## config.mk

```make
export PLATFORM = sky130hd
export DESIGN_NAME = seg_scan
export DESIGN_NICKNAME = d
export VERILOG_FILES = /design/src/rtl/seg_pkg.sv /design/src/rtl/seg_decode.sv /design/src/rtl/seg_scan.sv
export SDC_FILE = /design/constraint.sdc
export NUM_CORES = 1
export LEC_CHECK = 0
export CAP_MARGIN = 20
export CORE_UTILIZATION = 30
export CTS_BUF_LIST = sky130_fd_sc_hd__clkbuf_8
export DETAILED_ROUTE_END_ITERATION = 6
export PLACE_DENSITY = 0.5
export SYNTH_ARGS = -nofsm -noshare
export SYNTH_HDL_FRONTEND = slang
export SYNTH_SLANG_ARGS = --single-unit
```

## constraint.sdc

```tcl
create_clock -name IN_clk -period 2.55 [get_ports IN_clk]
set_clock_uncertainty 0.1 [all_clocks]
set_input_delay 0.255 -clock IN_clk [delete_from_list [all_inputs] [get_ports IN_clk]]
set_output_delay 0.255 -clock IN_clk [all_outputs]
set_load 0.02 [all_outputs]
```

## src/rtl/seg_pkg.sv

```systemverilog
// Shared constants for the 7-segment scan back end: active-low patterns and position indices.
package seg_pkg;

    localparam logic [7:0] SEG_BLANK = 8'hFF;
    localparam logic [7:0] SEG_MINUS = 8'hBF;
    localparam logic [7:0] SEG_ERR   = 8'h86;
    localparam logic [7:0] SEG_0     = 8'hC0;
    localparam logic [7:0] SEG_1     = 8'hF9;
    localparam logic [7:0] SEG_2     = 8'hA4;
    localparam logic [7:0] SEG_3     = 8'hB0;
    localparam logic [7:0] SEG_4     = 8'h99;
    localparam logic [7:0] SEG_5     = 8'h92;
    localparam logic [7:0] SEG_6     = 8'h82;
    localparam logic [7:0] SEG_7     = 8'hF8;
    localparam logic [7:0] SEG_8     = 8'h80;
    localparam logic [7:0] SEG_9     = 8'h90;

    localparam int NUM_POS   = 5;
    localparam int SIGN_IDX  = 0;
    localparam int UNITS_IDX = 4;

endpackage

```

## src/rtl/seg_decode.sv

```systemverilog
// BCD nibble to active-low 7-segment pattern, dp off; combinational, no backpressure.
// Codes A..F have no digit and are shown as 'E'.
module seg_decode
    import seg_pkg::*;
(
    input  logic [3:0] nib,
    output logic [7:0] seg
);

    always_comb begin
        case (nib)
            4'd0:    seg = SEG_0;
            4'd1:    seg = SEG_1;
            4'd2:    seg = SEG_2;
            4'd3:    seg = SEG_3;
            4'd4:    seg = SEG_4;
            4'd5:    seg = SEG_5;
            4'd6:    seg = SEG_6;
            4'd7:    seg = SEG_7;
            4'd8:    seg = SEG_8;
            4'd9:    seg = SEG_9;
            default: seg = SEG_ERR;
        endcase
    end

endmodule

```

## src/rtl/seg_scan.sv

```systemverilog
// Multiplexes sign + 4 BCD digits onto a common-anode display; outputs registered 1 cycle after scan state.
// Free-running scan, no backpressure; inputs are sampled once per frame at the units->sign boundary.
module seg_scan
    import seg_pkg::*;
#(
    parameter int SCAN_DIV    = 50000,
    parameter int BLANK_CYC   = 16,
    parameter int LZ_SUPPRESS = 1
) (
    input  logic        IN_clk,
    input  logic        IN_rst,
    input  logic [15:0] IN_dec,
    input  logic        IN_neg,
    input  logic [2:0]  IN_off_number,
    output logic [4:0]  OUT_sel,
    output logic [7:0]  OUT_seg,
    output logic        OUT_frame
);

    localparam int PW = (SCAN_DIV > 1) ? $clog2(SCAN_DIV) : 1;

    logic [PW-1:0] prescaler;
    logic [2:0]    idx;
    logic [15:0]   snap_dec;
    logic          snap_neg;
    logic [2:0]    snap_off;
    logic          tick;
    logic          frame_end;

    logic [3:0]    nib;
    logic [7:0]    nib_seg;
    logic          lead_zero;
    logic          off_blank;
    logic [4:0]    sel_nxt;
    logic [7:0]    seg_nxt;

    assign tick      = (prescaler == PW'(SCAN_DIV - 1));
    assign frame_end = tick && (idx == 3'(UNITS_IDX));

    always_ff @(posedge IN_clk) begin
        if (IN_rst) begin
            prescaler <= '0;
            idx       <= '0;
            snap_dec  <= '0;
            snap_neg  <= 1'b0;
            snap_off  <= '0;
        end else if (tick) begin
            prescaler <= '0;
            // Any out-of-range index falls back to the sign slot.
            idx       <= (idx >= 3'(NUM_POS - 1)) ? 3'd0 : idx + 3'd1;
            if (frame_end) begin
                snap_dec <= IN_dec;
                snap_neg <= IN_neg;
                snap_off <= IN_off_number;
            end
        end else begin
            prescaler <= prescaler + 1'b1;
        end
    end

    always_comb begin
        case (idx)
            3'd1:    nib = snap_dec[15:12];
            3'd2:    nib = snap_dec[11:8];
            3'd3:    nib = snap_dec[7:4];
            default: nib = snap_dec[3:0];
        endcase
    end

    // A digit is a leading zero when it and everything above it are zero; units never qualifies.
    always_comb begin
        case (idx)
            3'd1:    lead_zero = (snap_dec[15:12] == 4'd0);
            3'd2:    lead_zero = (snap_dec[15:8] == 8'd0);
            3'd3:    lead_zero = (snap_dec[15:4] == 12'd0);
            default: lead_zero = 1'b0;
        endcase
    end

    assign off_blank = ((idx - 3'd1) < snap_off);

    seg_decode u_decode (
        .nib (nib),
        .seg (nib_seg)
    );

    always_comb begin
        sel_nxt = 5'h1F;
        seg_nxt = SEG_BLANK;
        if (prescaler >= PW'(BLANK_CYC)) begin
            sel_nxt = ~(5'd1 << idx);
            if (idx == 3'(SIGN_IDX)) begin
                seg_nxt = snap_neg ? SEG_MINUS : SEG_BLANK;
            end else if (idx <= 3'(UNITS_IDX)) begin
                if (off_blank)
                    seg_nxt = SEG_BLANK;
                else if ((LZ_SUPPRESS != 0) && lead_zero)
                    seg_nxt = SEG_BLANK;
                else
                    seg_nxt = nib_seg;
            end
        end
    end

    always_ff @(posedge IN_clk) begin
        if (IN_rst) begin
            OUT_sel   <= 5'h1F;
            OUT_seg   <= SEG_BLANK;
            OUT_frame <= 1'b0;
        end else begin
            OUT_sel   <= sel_nxt;
            OUT_seg   <= seg_nxt;
            OUT_frame <= frame_end;
        end
    end

endmodule

```

* Word level (Yosys, flattened, before mapping)
Memories as Yosys holds them, arrays and structs flattened.
Index checks and enable logic that the tools add are counted.
** Storage, ports and cells
- Register bits :: 53
- Memory bits (read-only) :: 112
- Bits of input ports :: 22
- Logic and storage cells :: 40
- Memories :: 1
** Cells by class
- Add/sub/neg operators :: 3
- Magnitude comparators :: 4
- Equality and inequality tests :: 5
- Shifts and indexed selects :: 1
- Multiplexer cells :: 8
- Bitwise gates (word level) :: 2
- Reduce and logical (&&, ||, !) cells :: 8
** Memories
- (no name shown) :: words 16, width 7, rd ports 1, clocked after Yosys merged registers in 0, wr ports 0, line seg_decode.sv:11 : case (nib)
** Operator list (number)
- $mux 8 :: 4
- $add 16x1->16 const B :: 1
- $eq 16x16->1 const B :: 1
- $ge 16x5->1 const B :: 1
- $logic_not 12->1 :: 1
- $pmux 4 s3 :: 1
- $logic_not 8->1 :: 1
- $mux 7 :: 1
- $eq 3x2->1 const B :: 2
- $not 5->5 :: 1
- $shl 1x3->5 const A :: 1
- $logic_not 4->1 :: 1
- $reduce_or 2->1 :: 2
- $add 3x1->3 const B :: 1
- $eq 3x1->1 const B :: 1
- $eq 3x3->1 const B :: 1
- $ge 3x3->1 const B :: 1
- $le 3x3->1 const B :: 1
- $logic_not 3->1 :: 1
- $lt 3x3->1 :: 1
- $mux 3 :: 1
- $pmux 1 s3 :: 1
- $sub 3x1->3 const B :: 1
- $reduce_and 2->1 :: 1
- other kinds (2) :: 2

* Logic depth before layout (Yosys ltp)
Gate-level depths: netlist of the first run.
An unclocked memory read counts as a cell.
- Depth after elaboration :: 7
- Depth in mapped cells :: 10
- Mapped depth without buffers :: 10

* Hierarchy
From an unflattened synthesis of the first run, not the netlist that was laid out.
** Second synthesis, totals
- Cells, all modules :: 317
- Area total of the unflattened synthesis :: 2783.9 µm²
** By module, submodules not included
- seg_scan :: instances 1, cells an instance 288, area an instance 2581.2 µm², seq. area each 1061.0 µm²
- seg_decode :: instances 1, cells an instance 29, area an instance 202.7 µm², seq. area each 0.0 µm²

* Worst setup path before layout of the first run
OpenSTA, ideal clock, no wires.
- Path kind :: reg-to-reg
- Start point :: reg idx[0]
- End point :: reg OUT_seg[4]
- Setup time :: 106 ps
- Arrival :: 2075 ps
- Data required time :: 2344 ps
- Path slack :: 269 ps
- Cell stages (with the launch flop) :: 9
- Buffers on the path :: 1
- Clock period less this slack :: 2281 ps
- Cells stage by stage :: dfxtp_1 > ha_1 > clkbuf_1 > nor3_1 > or2_2 > a21oi_1 > inv_1 > ha_1 > o311ai_0
** On the way
- Word-level cells in the longest chain between the ends :: 7
- Elaborated cells on any way between the ends :: 14
- Those cells by class :: add/sub (1); order compare (2); eq/ne (3); mux (6); reduce/logical (1); memory (1)
** RTL lines
- from (decl) :: line seg_scan.sv:23 : logic [2:0] idx;
- from (signal assigned) :: line seg_scan.sv:50 : idx <= (idx >= 3'(NUM_POS - 1)) ? 3'd0 : idx + 3'd1;
- $eq 3x2->1 or $eq 3x1->1 (tied branches) :: line seg_scan.sv:62, seg_scan.sv:72
- $pmux 4 s3 :: line seg_scan.sv:62 : case (idx)
- $mem_v2 16x7
- $mux 8 :: line seg_scan.sv:97 : else if ((LZ_SUPPRESS != 0) && lead_zero)
- $mux 8 :: line seg_scan.sv:95 : if (off_blank)
- $mux 8 :: line seg_scan.sv:94 : end else if (idx <= 3'(UNITS_IDX)) begin
- $mux 8 * :: line seg_scan.sv:92 : if (idx == 3'(SIGN_IDX)) begin
- to (signal assigned) :: line seg_scan.sv:112 : OUT_seg <= seg_nxt;
- to (decl) :: line seg_scan.sv:16 : output logic [7:0] OUT_seg,
Every way passes the cells marked *; elsewhere a longest branch is shown, timed or not.
A chain may end at the register's enable or synchronous reset.

* Final worst setup path of the first run
Ends and elaborated chain as after synthesis.

==> results of run 1 <==
## path summary, 6_finish.rpt
| kind | startpoint | slack (ns) | endpoint | cells after the start |
|---|---|---|---|---|
| hold / removal | snap_off[2]$_SDFFE_PP0P_ | 0.37 | snap_off[2]$_SDFFE_PP0P_ | 2 |
| setup reg to reg | idx[0]$_SDFFE_PP0N_ | 0.19 | OUT_seg[4]$_SDFF_PP1_ | 8 |
| hold reg to reg | snap_off[2]$_SDFFE_PP0P_ | 0.37 | snap_off[2]$_SDFFE_PP0P_ | 2 |
| setup / recovery | idx[0]$_SDFFE_PP0N_ | 0.19 | OUT_seg[4]$_SDFF_PP1_ | 8 |
## power groups by stage
stage                     sequential (mW)  combinational [mW]  clock (mW)
after floorplan                     0.838              0.0265           0
after global placement              0.839              0.0608           0
after detailed placement            0.839              0.0621           0
after CTS                           0.820              0.0622       0.603
after global routing                0.821              0.0662       0.629
final                               0.820              0.0606       0.578
## cells by family (layout without fill, tap and decap cells)
logic type      after synthesis  after routing  synth area share (%)
flops                        52             52                  40.5
compound gates               45             45                  14.0
simple gates                127            127                  24.6
fa+ha+maj                    16             16                  7.78
buf+inv                      24             60                  6.18
other cells                   1              1                 0.146
mux                           5              5                  2.09
xor+xnor                     14             14                  4.77
## flip-flops by register name, summed over array words and instances (netlist names)
register   cells
snap_dec      16
snap_off       3
OUT_sel        5
OUT_frame      1
snap_neg       1
OUT_seg        7
prescaler     16
idx            3
## layer usage
| metal | global-route usage, % | part of all wire (%) | vias to the layer above |
|---|---|---|---|
| li1 | - | - | 1025 |
| met1 | 15.0 | 46 | 899 |
| met2 | 20.6 | 48 | 31 |
| met3 | 2.98 | 4.4 | 5 |
| met4 | 3.54 | 0.80 | 0 |
| met5 | 0 | 0 | - |
## layout by cell type, fill, tap and decap left out, types with 2 or more instances in the layout
| cell type | Yosys | final |
|---|---|---|
| ha_1 | 16 | 16 |
| and2_1 | 3 | 3 |
| mux2i_1 | 4 | 4 |
| nor3_1 | 6 | 5 |
| nor4_1 | 4 | 4 |
| dfxtp_1 | 52 | 52 |
| nor2_1 | 31 | 31 |
| a21oi_2 | 20 | 21 |
| xor2_1 | 6 | 6 |
| a222oi_1 | 3 | 3 |
| nand2_2 | 20 | 20 |
| a21o_1 | 3 | 3 |
| nand4_1 | 7 | 7 |
| and3_1 | 2 | 2 |
| or2_2 | 2 | 2 |
| buf_4 | 4 | 4 |
| xnor2_1 | 8 | 8 |
| inv_1 | 14 | 14 |
| nand2_1 | 39 | 39 |
| a21oi_1 | 5 | 4 |
| nand3_1 | 7 | 7 |
| clkdlybuf4s50_1 | 0 | 34 |
| clkbuf_8 | 0 | 5 |
| o21ai_0 | 3 | 3 |
## what timing repair did
action / 4_1_cts / 5_1_grt
hold buffers: 0 / 0
gates resized for setup: 0 / 2
endpoints found under the setup margin: 0 / 7
## tightest hold or removal path: stages, from the launching register on
cell and delay [ns]:
dfxtp_1 0.32, nand2_1 0.07, a21oi_2 0.04
## final cells by class
class,count,area (µm²),area share (%)
Multi-Input combinational cell,208,1380,44.7
Sequential cell,52,1040,33.7
Timing Repair Buffer,38,370,12.0
Tap cell,105,131,4.25
Clock buffer,5,68.8,2.23
Inverter,14,52.6,1.70
Clock inverter,3,46.3,1.50
==> metrics.cfg, run 1 <==
[outcome]
status=complete, no violations

[logic_synthesis]
synth_most_common_cell=dfxtp_1
synth_top_area_share_pct=40.5
avgSynthCellArea_um2=9.06
synth_area_leaders=dfxtp_1 40%, ha_1 7.8%, a21oi_2 6.8%
syn_inst=284
synth_top_area_cell=dfxtp_1
synthFlopType=dfxtp_1
post_synth_num_cell_types=45
yosysSeqAreaShare_pct=40.5
synth_enable_flop_cells=0
syn_area_um2=2570
synth-async-reset-ratio_pct=0
synth_common_cells=52 x dfxtp_1, 39 x nand2_1, 31 x nor2_1
yosysWarnings=0
ys_seq_elements=52
syn_nets=322

[cts]
cts_max_path_buffers=2
htreeDepth=2
cts_setup_buffers=0
numCtsBuffers=5
path_clk_slew_ns=0.10
cts_tree=done
cts_root_buffer=clkbuf_8
clock-sinks=52
worstSkewPairLatency_ns=0.31

[finish]
fin_cells=425
area.growth.synth_to_final_pct=20.2
diodes=0
n_fill_cell=853
nets=357
fin_util_pct=37.4
drive_gt1_share_pct=20.0
fin_area_um2=3090

[setup_path]
crit_chain=inv_1 > ha_1 > a222oi_1 > nor2_1 > a21oi_2 > inv_1 > ha_1 > o311ai_0
cp.required_ns=2.65
crit_family=compound AO/OA/AOI/OAI gates
worstPathMaxFanout=7
cp_slowest_cell=dfxtp_1
crit_type=reg2reg
end_kind=flip-flop
critPathArrivalTime_ns=2.46
worst-path-buf-inv=2
critPathLaunchType=flip-flop
slowest_delay_ns=0.42

[grt]
grt_max_degree=27
first_global_vias=1863
grt-ovfl-total=0
antenna_found_initial=0
grt_pass1_wl_um=8500
grt_usage_pct=12.1

[drt]
drt_first_pass_iters=4
first_iter_violations=50
finalWirelength_um=5120
vias=1960
vias_per_cell=4.61
drc=0
antenna_left=0
avgRoutedWirePerCell_um=12.0

[sta]
fmax_mhz=424
max_slew_margin_pct=63.0
whs_ns=0.367
finalCriticalPeriod_ns=2.36
finalSetupViolCount=0
hold_violations=0
slew_violations=0
setup_ws_ns=0.194
tns_ns=0
tightest_slew_ns=0.545
rsz0062_at_grt=true
period_share_pct=92.4

[placement]
dpl.cell_count=417
routabilityCongestion=0.752
place_area_um2=2970
io_buffer_count=34
hpwl_um=3730
pre_cts_slack_ns=0.0663

[floorplanning]
die_area_um2=8950
start_util_pct=31.2
die_w_um=94.6
io_pins=36
rows=33
dieHeight_um=94.6
core-area_um2=8260

[power_and_ir_drop]
power_mw=1.46
pwr-share-comb_pct=4.2
pwr-share-clk_pct=39.6
netSwitchingFraction_pct=21.4
p_per_area_nw_per_um2=472
power.static_leakage_nw=1.12
vdd_drop_max_v=0.000291
netSwitchingPower_mw=0.313
seqPwrFrac_pct=56.2
internal_power_mw=1.15

[hold_path]
hold_path.class=reg2reg

[job]
cap_violations=0

No activity file was read; power rests on OpenSTA's default activity.
==> run 2: changes to the inputs <==
SKIP_LAST_GASP = 1   (was unset)
==> metrics.cfg, run 2 (synthesized netlist as in run 1, its figures left out) <==
[floorplanning]
core-area_um2=8260  ; unchanged
die_area_um2=8950  ; unchanged
die_w_um=94.6  ; unchanged
rows=33  ; unchanged
dieHeight_um=94.6  ; unchanged
start_util_pct=31.2  ; unchanged
io_pins=36  ; unchanged

[drt]
first_iter_violations=50  ; unchanged
vias=1959  ; was 1960
avgRoutedWirePerCell_um=12.0  ; about the same
drc=0  ; unchanged
finalWirelength_um=5120  ; about the same
antenna_left=0  ; unchanged
vias_per_cell=4.61  ; about the same
drt_first_pass_iters=4  ; unchanged

[setup_path]
end_kind=flip-flop  ; unchanged
cp_common_cell=ha_1
cp.required_ns=2.65  ; about the same
critical_path_depth=7  ; was 8
crit_type=reg2reg  ; unchanged
r2r_slack_ns=0.19  ; about the same
cp_slowest_cell=dfxtp_1  ; unchanged
worstPathMaxFanout=8  ; was 7
crit_chain=ha_1 > nor3_2 > or2_2 > a21oi_2 > inv_1 > ha_1 > o311ai_0  ; was inv_1 > ha_1 > a222oi_1 > nor2_1 > a21oi_2 > inv_1 > ha_1 > o311ai_0
worst-path-buf-inv=1  ; was 2
critPathLaunchType=flip-flop  ; unchanged
crit_family=compound AO/OA/AOI/OAI gates  ; unchanged
critPathArrivalTime_ns=2.46  ; about the same
slowest_delay_ns=0.42  ; about the same
r2r_cells=7  ; was 8

[power_and_ir_drop]
vdd_drop_max_v=0.000291  ; about the same
p_per_area_nw_per_um2=472  ; about the same
power_mw=1.46  ; about the same
power.static_leakage_nw=1.12  ; unchanged

[placement]
io_buffer_count=34  ; unchanged
place_area_um2=2970  ; unchanged
hpwl_um=3730  ; unchanged
routabilityCongestion=0.752  ; unchanged
dpl.cell_count=417  ; unchanged
pre_cts_slack_ns=0.0663  ; unchanged

[grt]
antenna_found_initial=0  ; unchanged
first_global_vias=1863  ; unchanged
grt-ovfl-total=0  ; unchanged
grt_pass1_wl_um=8500  ; unchanged
grt_max_degree=27  ; unchanged
grt_usage_pct=12.1  ; unchanged

[finish]
drive_gt1_share_pct=20.0  ; unchanged
fin_util_pct=37.4  ; unchanged
n_fill_cell=853  ; unchanged
final-seq-area_um2=1040  ; unchanged
final_common_cell=dfxtp_1  ; unchanged
area.growth.synth_to_final_pct=20.2  ; unchanged
multiInputGateArea_um2=1380  ; unchanged
nets=357  ; unchanged
reg.largest.list=prescaler x16, snap_dec x16, OUT_seg x7  ; unchanged
layout_common_cells=52 x dfxtp_1, 39 x nand2_1, 34 x clkdlybuf4s50_1  ; unchanged
fin_area_um2=3090  ; unchanged
fin_cells=425  ; unchanged
diodes=0  ; unchanged

[sta]
tightest_slew_ns=0.545  ; about the same
slew_violations=0  ; unchanged
finalCriticalPeriod_ns=2.36  ; about the same
hold_violations=0  ; unchanged
setup_ws_ns=0.194  ; about the same
period_share_pct=92.4  ; about the same
rsz0062_at_grt=true  ; unchanged
max_slew_margin_pct=63.0  ; unchanged
finalSetupViolCount=0  ; unchanged
fmax_mhz=424  ; about the same

[outcome]
status=complete, no violations  ; unchanged

[job]
cap_violations=0  ; unchanged

[cts]
path_clk_slew_ns=0.10  ; about the same
cts_hold_buffers=0  ; unchanged
cts_root_buffer=clkbuf_8  ; unchanged
cts_tree=done  ; unchanged
cts_max_path_buffers=2  ; unchanged
clock-sinks=52  ; unchanged
worstSkewPairLatency_ns=0.31  ; about the same
numCtsBuffers=5  ; unchanged
htreeDepth=2  ; unchanged

[hold_path]
hold_path.class=reg2reg  ; unchanged
holdPathStages=2  ; unchanged

## run 2: cell counts in the layout (fill, tap and decap cells not counted)
No cell type changed its count.
## run 2: worst reg2reg max path, cell delays in order, from the launching register on
cell and delay (ns):
dfxtp_1 0.42, ha_1 0.37, nor3_2 0.10, or2_2 0.34, a21oi_2 0.29, inv_1 0.11
ha_1 0.22, o311ai_0 0.31
## run 2: worst paths after layout
path	from	endpoint
worst max register to register	idx[0]$_SDFFE_PP0N_	OUT_seg[4]$_SDFF_PP1_
worst max-delay path	idx[0]$_SDFFE_PP0N_	OUT_seg[4]$_SDFF_PP1_
worst min-delay path	snap_off[2]$_SDFFE_PP0P_	snap_off[2]$_SDFFE_PP0P_
worst min register to register	snap_off[2]$_SDFFE_PP0P_	snap_off[2]$_SDFFE_PP0P_
## run 2: cell type report
| cell class | count | area share [%] |
|---|---|---|
| clock buffers | 5 | 2.23 |
| clock inverters | 3 | 1.50 |
| well taps | 105 | 4.25 |
| flip-flops and latches | 52 | 33.7 |
| repair buffers | 38 | 12.0 |
| multi-input cells | 208 | 44.7 |
| inverters | 14 | 1.70 |
## run 2: power breakdown
| group | leakage (nW) | total [mW] | switching [mW] | internal, mW |
|---|---|---|---|---|
| sequential | 0.420 | 0.820 | 0.00470 | 0.815 |
| combinational | 0.641 | 0.0606 | 0.0257 | 0.0350 |
| clock | 0.0548 | 0.578 | 0.282 | 0.296 |
| total | 1.12 | 1.46 | 0.313 | 1.15 |
## run 2: what timing repair did
action / 4_1_cts / 5_1_grt
resized for setup: 0 / 2
buffers inserted: 0 / 0
endpoints found under the setup margin: 0 / 7
hold endpoints to repair: 0 / 0
## run 2: metal layers
metal	GRT usage, %	routed length [µm]
met1	15.0	2380
met2	20.6	2470
met3	2.98	227
met4	3.54	41
met5	0	0
## run 2: stage by stage
stage | hold WS [ns] | setup TNS [ns]
2_1_floorplan | 0.289 | 0
3_3_place_gp | 0.350 | 0
3_5_place_dp | 0.358 | 0
4_1_cts | 0.373 | 0
5_1_grt | 0.389 | -0.0360
6_report | 0.367 | 0
==> RTL edit 1: new RTL, settings of run 2 <==
The output `OUT_seg` loses its register stage (`OUT_seg` becomes a continuous assignment).
--- a/src/rtl/seg_scan.sv
+++ b/src/rtl/seg_scan.sv
@@ -105,14 +105,14 @@
     always_ff @(posedge IN_clk) begin
         if (IN_rst) begin
             OUT_sel   <= 5'h1F;
-            OUT_seg   <= SEG_BLANK;
             OUT_frame <= 1'b0;
         end else begin
             OUT_sel   <= sel_nxt;
-            OUT_seg   <= seg_nxt;
             OUT_frame <= frame_end;
         end
     end
 
+    assign OUT_seg = seg_nxt;
+
 endmodule
 
Check against the original RTL: no difference found for any inputs over 10 cycles, from zero or initial values and one cycle with IN_rst high; that may be too few to reach the edited logic, so the function may still have changed.
==> RTL edit 1 against run 2 <==
The flow now finishes with violations (negative setup slack). Setup slack got worse by 0.50 ns. Routed wire length up 9.6%. Critical path depth is 4 higher. Total power fell by 10%. Hold slack got worse by 0.016 ns. Via count grew 8.2%. Synthesized area down 9.9%. Fmax decreased by 17%. Count of clock-buffer cells in the layout is 1 higher. First-iteration DRC count increased by 52%. Sequential cell count decreased by 7. Final area increased by 12%. Largest cell class unchanged. Highest routed layer unchanged.
==> RTL edit 1: results <==
export IMPL_status="finished, violations left"
export IMPL_violations="negative setup slack"
export IMPL_globalplace_congestion=0.788
export IMPL_drt_first_iter_violations=76
export IMPL_clk_latency_ns=0.29
export IMPL_vdd_drop_max_mv=0.151
export IMPL_ys_types=47
export IMPL_setup_violations=7
export IMPL_placed_cells=453
export IMPL_cpMaxStageDelayCell="dfxtp_4"
export IMPL_path_clk_slew_ns=0.08
export IMPL_p_leak_uw=0.00128
export IMPL_dp_hpwl_mm=4.29
export IMPL_place_ws_ns=-0.469
export IMPL_synth_xor_area_share_pct=4.91
export IMPL_viasPerCell=4.52
export IMPL_final_cell_count_no_fill=469
export IMPL_top_regs="prescaler (16), snap_dec (16), OUT_sel (5)"
export IMPL_synth_fa_ha_area_share_pct=9.17
export IMPL_synth_compound_area_share_pct=12.5
export IMPL_n_fill_cell=728
export IMPL_place_area_sq_um=3130
export IMPL_arrival_ns=2.50
export IMPL_setup_slack_ns=-0.303
export IMPL_max_stage_delay_ns=0.39
export IMPL_p_int_uw=1050
export IMPL_first_global_vias=2132
export IMPL_syn_instance_count=288
export IMPL_grt_start_max_net_pins=21
export IMPL_ys_seq_area_share_pct=38.9
export IMPL_synth_area_top_cells="dfxtp_1, nand2_1, ha_1"
export IMPL_crit_family="buffers and inverters"
export IMPL_synthTopCellsByCount="nand2_1, dfxtp_1, a21oi_1, nor2_1, inv_1"
export IMPL_cp_max_fo=4
export IMPL_synthMuxAreaShare_pct=2.64
export IMPL_grt_usage_pct=14.7
export IMPL_relSlewSlack_pct=60.8
export IMPL_synth_top_cell_area_share_pct=38.9
## RTL edit 1: path summary, 6_finish.rpt
path                                                from                  endpoint  slack (ns)  cells after the start
worst max-delay path                 idx[0]$_SDFFE_PP0N_                OUT_seg[5]       -0.30                     11
worst max register to register  prescaler[10]$_SDFF_PP0_       idx[2]$_SDFFE_PP0N_        0.29                      6
worst min register to register  snap_off[1]$_SDFFE_PP0P_  snap_off[1]$_SDFFE_PP0P_        0.35                      2
worst min-delay path            snap_off[1]$_SDFFE_PP0P_  snap_off[1]$_SDFFE_PP0P_        0.35                      2
## RTL edit 1: layer usage
layer	share of wire (%)	GRT usage, %	up-vias
met1	51	20.0	949
met2	46	24.3	25
met5	0	0	-
met3	2.3	2.71	6
li1	-	-	1140
met4	0.86	3.23	0
## RTL edit 1: power groups by stage
stage               sequential, uW  combinational [uW]  clock, uW
detailed placement             726                55.6          0
finish                         707                54.9        546
global placement               726                55.4          0
CTS                            708                55.9        569
floorplan                      726                21.7          0
global route                   709                60.8        599
## RTL edit 1: worst reg2reg max path: cells and delay by family (launching register included)
kind | cells | cell delay, ns
AOI/OAI and AO/OA | 1 | 0.14
and+or+nand+nor | 4 | 1.48
buffers and inverters | 1 | 0.15
DFF | 1 | 0.32
## RTL edit 1: layout make-up
cell class                      instances  area (sq um)  area share [%]
Timing Repair Buffer                   86           743            21.4
Clock buffer                            6          82.6            2.38
Sequential cell                        45           910            26.2
Inverter                               18          77.6            2.24
Tap cell                               99           124            3.57
Clock inverter                          2          33.8           0.974
Multi-Input combinational cell        213          1500            43.2
## RTL edit 1: repair_timing
item,4_1_cts,5_1_grt
endpoints found under the hold margin,0,0
resized for setup,60,13
pin swaps,15,12
setup endpoints to repair,7,7
buffers inserted,5,3
==> RTL edit 2: new RTL, config.mk and constraints of run 2 <==
Made on the original files. Set the parameter `SCAN_DIV` to 12500 (it was 50000).
--- a/src/rtl/seg_scan.sv
+++ b/src/rtl/seg_scan.sv
@@ -3,7 +3,7 @@
 module seg_scan
     import seg_pkg::*;
 #(
-    parameter int SCAN_DIV    = 50000,
+    parameter int SCAN_DIV    = 12500,
     parameter int BLANK_CYC   = 16,
     parameter int LZ_SUPPRESS = 1
 ) (
Behaviour: same outputs for any inputs over 10 cycles, from zero or initial values and one cycle with IN_rst high; that may be too few to reach the edited logic, so the function may still have changed.
==> RTL edit 2 against run 2 <==
Sequential cell count is 2 lower. Synthesized area is 9.0% lower. Final area is 6.2% lower. Sequential power is 3.8% lower. Combinational power is 8.3% lower. Clock power is 3% lower. Global-route usage is 1.0 points higher. Setup slack worse by 0.0065 ns. Core utilization is 1.7 points higher. Critical path type unchanged. Fmax is 0.27% lower. Highest routed layer unchanged. Routed wire length is 3.3% lower. Total power is 3.7% lower.
==> RTL edit 2: results <==
export IMPL_grt_start_max_net_pins=26
export IMPL_synth_area_top_cells="dfxtp_1, ha_1, nand2_1"
export IMPL_vdd_drop_max_mv=0.260
export IMPL_p_int_uw=1130
export IMPL_use_met2_pct=19.1
export IMPL_arrival_ns=2.48
export IMPL_p_leak_uw=0.00111
export IMPL_worst_pin_slew_ns=0.558
export IMPL_globalplace_congestion=0.758
export IMPL_drive_gt1_share_pct=8.28
export IMPL_final_nets=352
export IMPL_ys_types=43
export IMPL_powerComb_uw=55.6
export IMPL_viasPerCell=4.60
export IMPL_drt_first_iter_violations=101
export IMPL_inverters=16
export IMPL_ys_seq_area_share_pct=42.8
export IMPL_syn_nets=317
export IMPL_n_fill_cell=790
export IMPL_wirelength_mm=4.95
export IMPL_wl_met3_um=198
export IMPL_dp_hpwl_mm=3.67
export IMPL_bufAreaShareNonClock_pct=13.6
export IMPL_synthTopCellsByCount="nand2_1, dfxtp_1, nor2_1, a21oi_1"
export IMPL_status="completed"
## RTL edit 2: changes by cell type after synthesis, moves of 3 or more
cell / run 2 / this run
and3_1: 2 / 6
clkbuf_1: 1 / 5
a21oi_1: 5 / 25
nand4_1: 7 / 1
xnor2_1: 8 / 5
a21oi_2: 20 / 2
buf_2: 0 / 4
o21ai_0: 3 / 7
nand2_1: 39 / 53
nand2_2: 20 / 0
## RTL edit 2: through the flow
stage               cells  area [sq um]  hold slack (ns)  util (%)  setup WS, ns
detailed placement    406          2780            0.353      37.5         0.215
global placement      406          2780            0.343      37.5         0.292
CTS                   413          2890            0.366      39.0         0.180
global route          413          2900            0.374      39.1        0.0305
finish                413          2900            0.361      39.1         0.187
floorplan             279          2340            0.295         -         0.241
## RTL edit 2: repair_timing
action / CTS / global route
setup buffers: 0 / 0
setup endpoints to repair: 0 / 2
gates resized for setup: 0 / 1
## RTL edit 2: final timing paths
check / from / end / slack (ns) / cells past startpoint
max reg2reg: idx[0]$_SDFFE_PP0N_ / OUT_seg[4]$_SDFF_PP1_ / 0.19 / 8
min: snap_off[1]$_SDFFE_PP0P_ / snap_off[1]$_SDFFE_PP0P_ / 0.36 / 2
min reg2reg: snap_off[1]$_SDFFE_PP0P_ / snap_off[1]$_SDFFE_PP0P_ / 0.36 / 2
max: idx[0]$_SDFFE_PP0N_ / OUT_seg[4]$_SDFF_PP1_ / 0.19 / 8
## RTL edit 2: cell families (layout without fill, tap and decap cells)
group	count (synthesis)	count (layout)	synth area share [%]
fa+ha+maj	16	16	8.56
other cells	1	1	0.160
simple gates	118	118	23.7
flops	50	50	42.8
compound gates	50	50	13.2
xor+xnor	12	12	4.49
buf+inv	29	64	5.83
mux	3	3	1.28
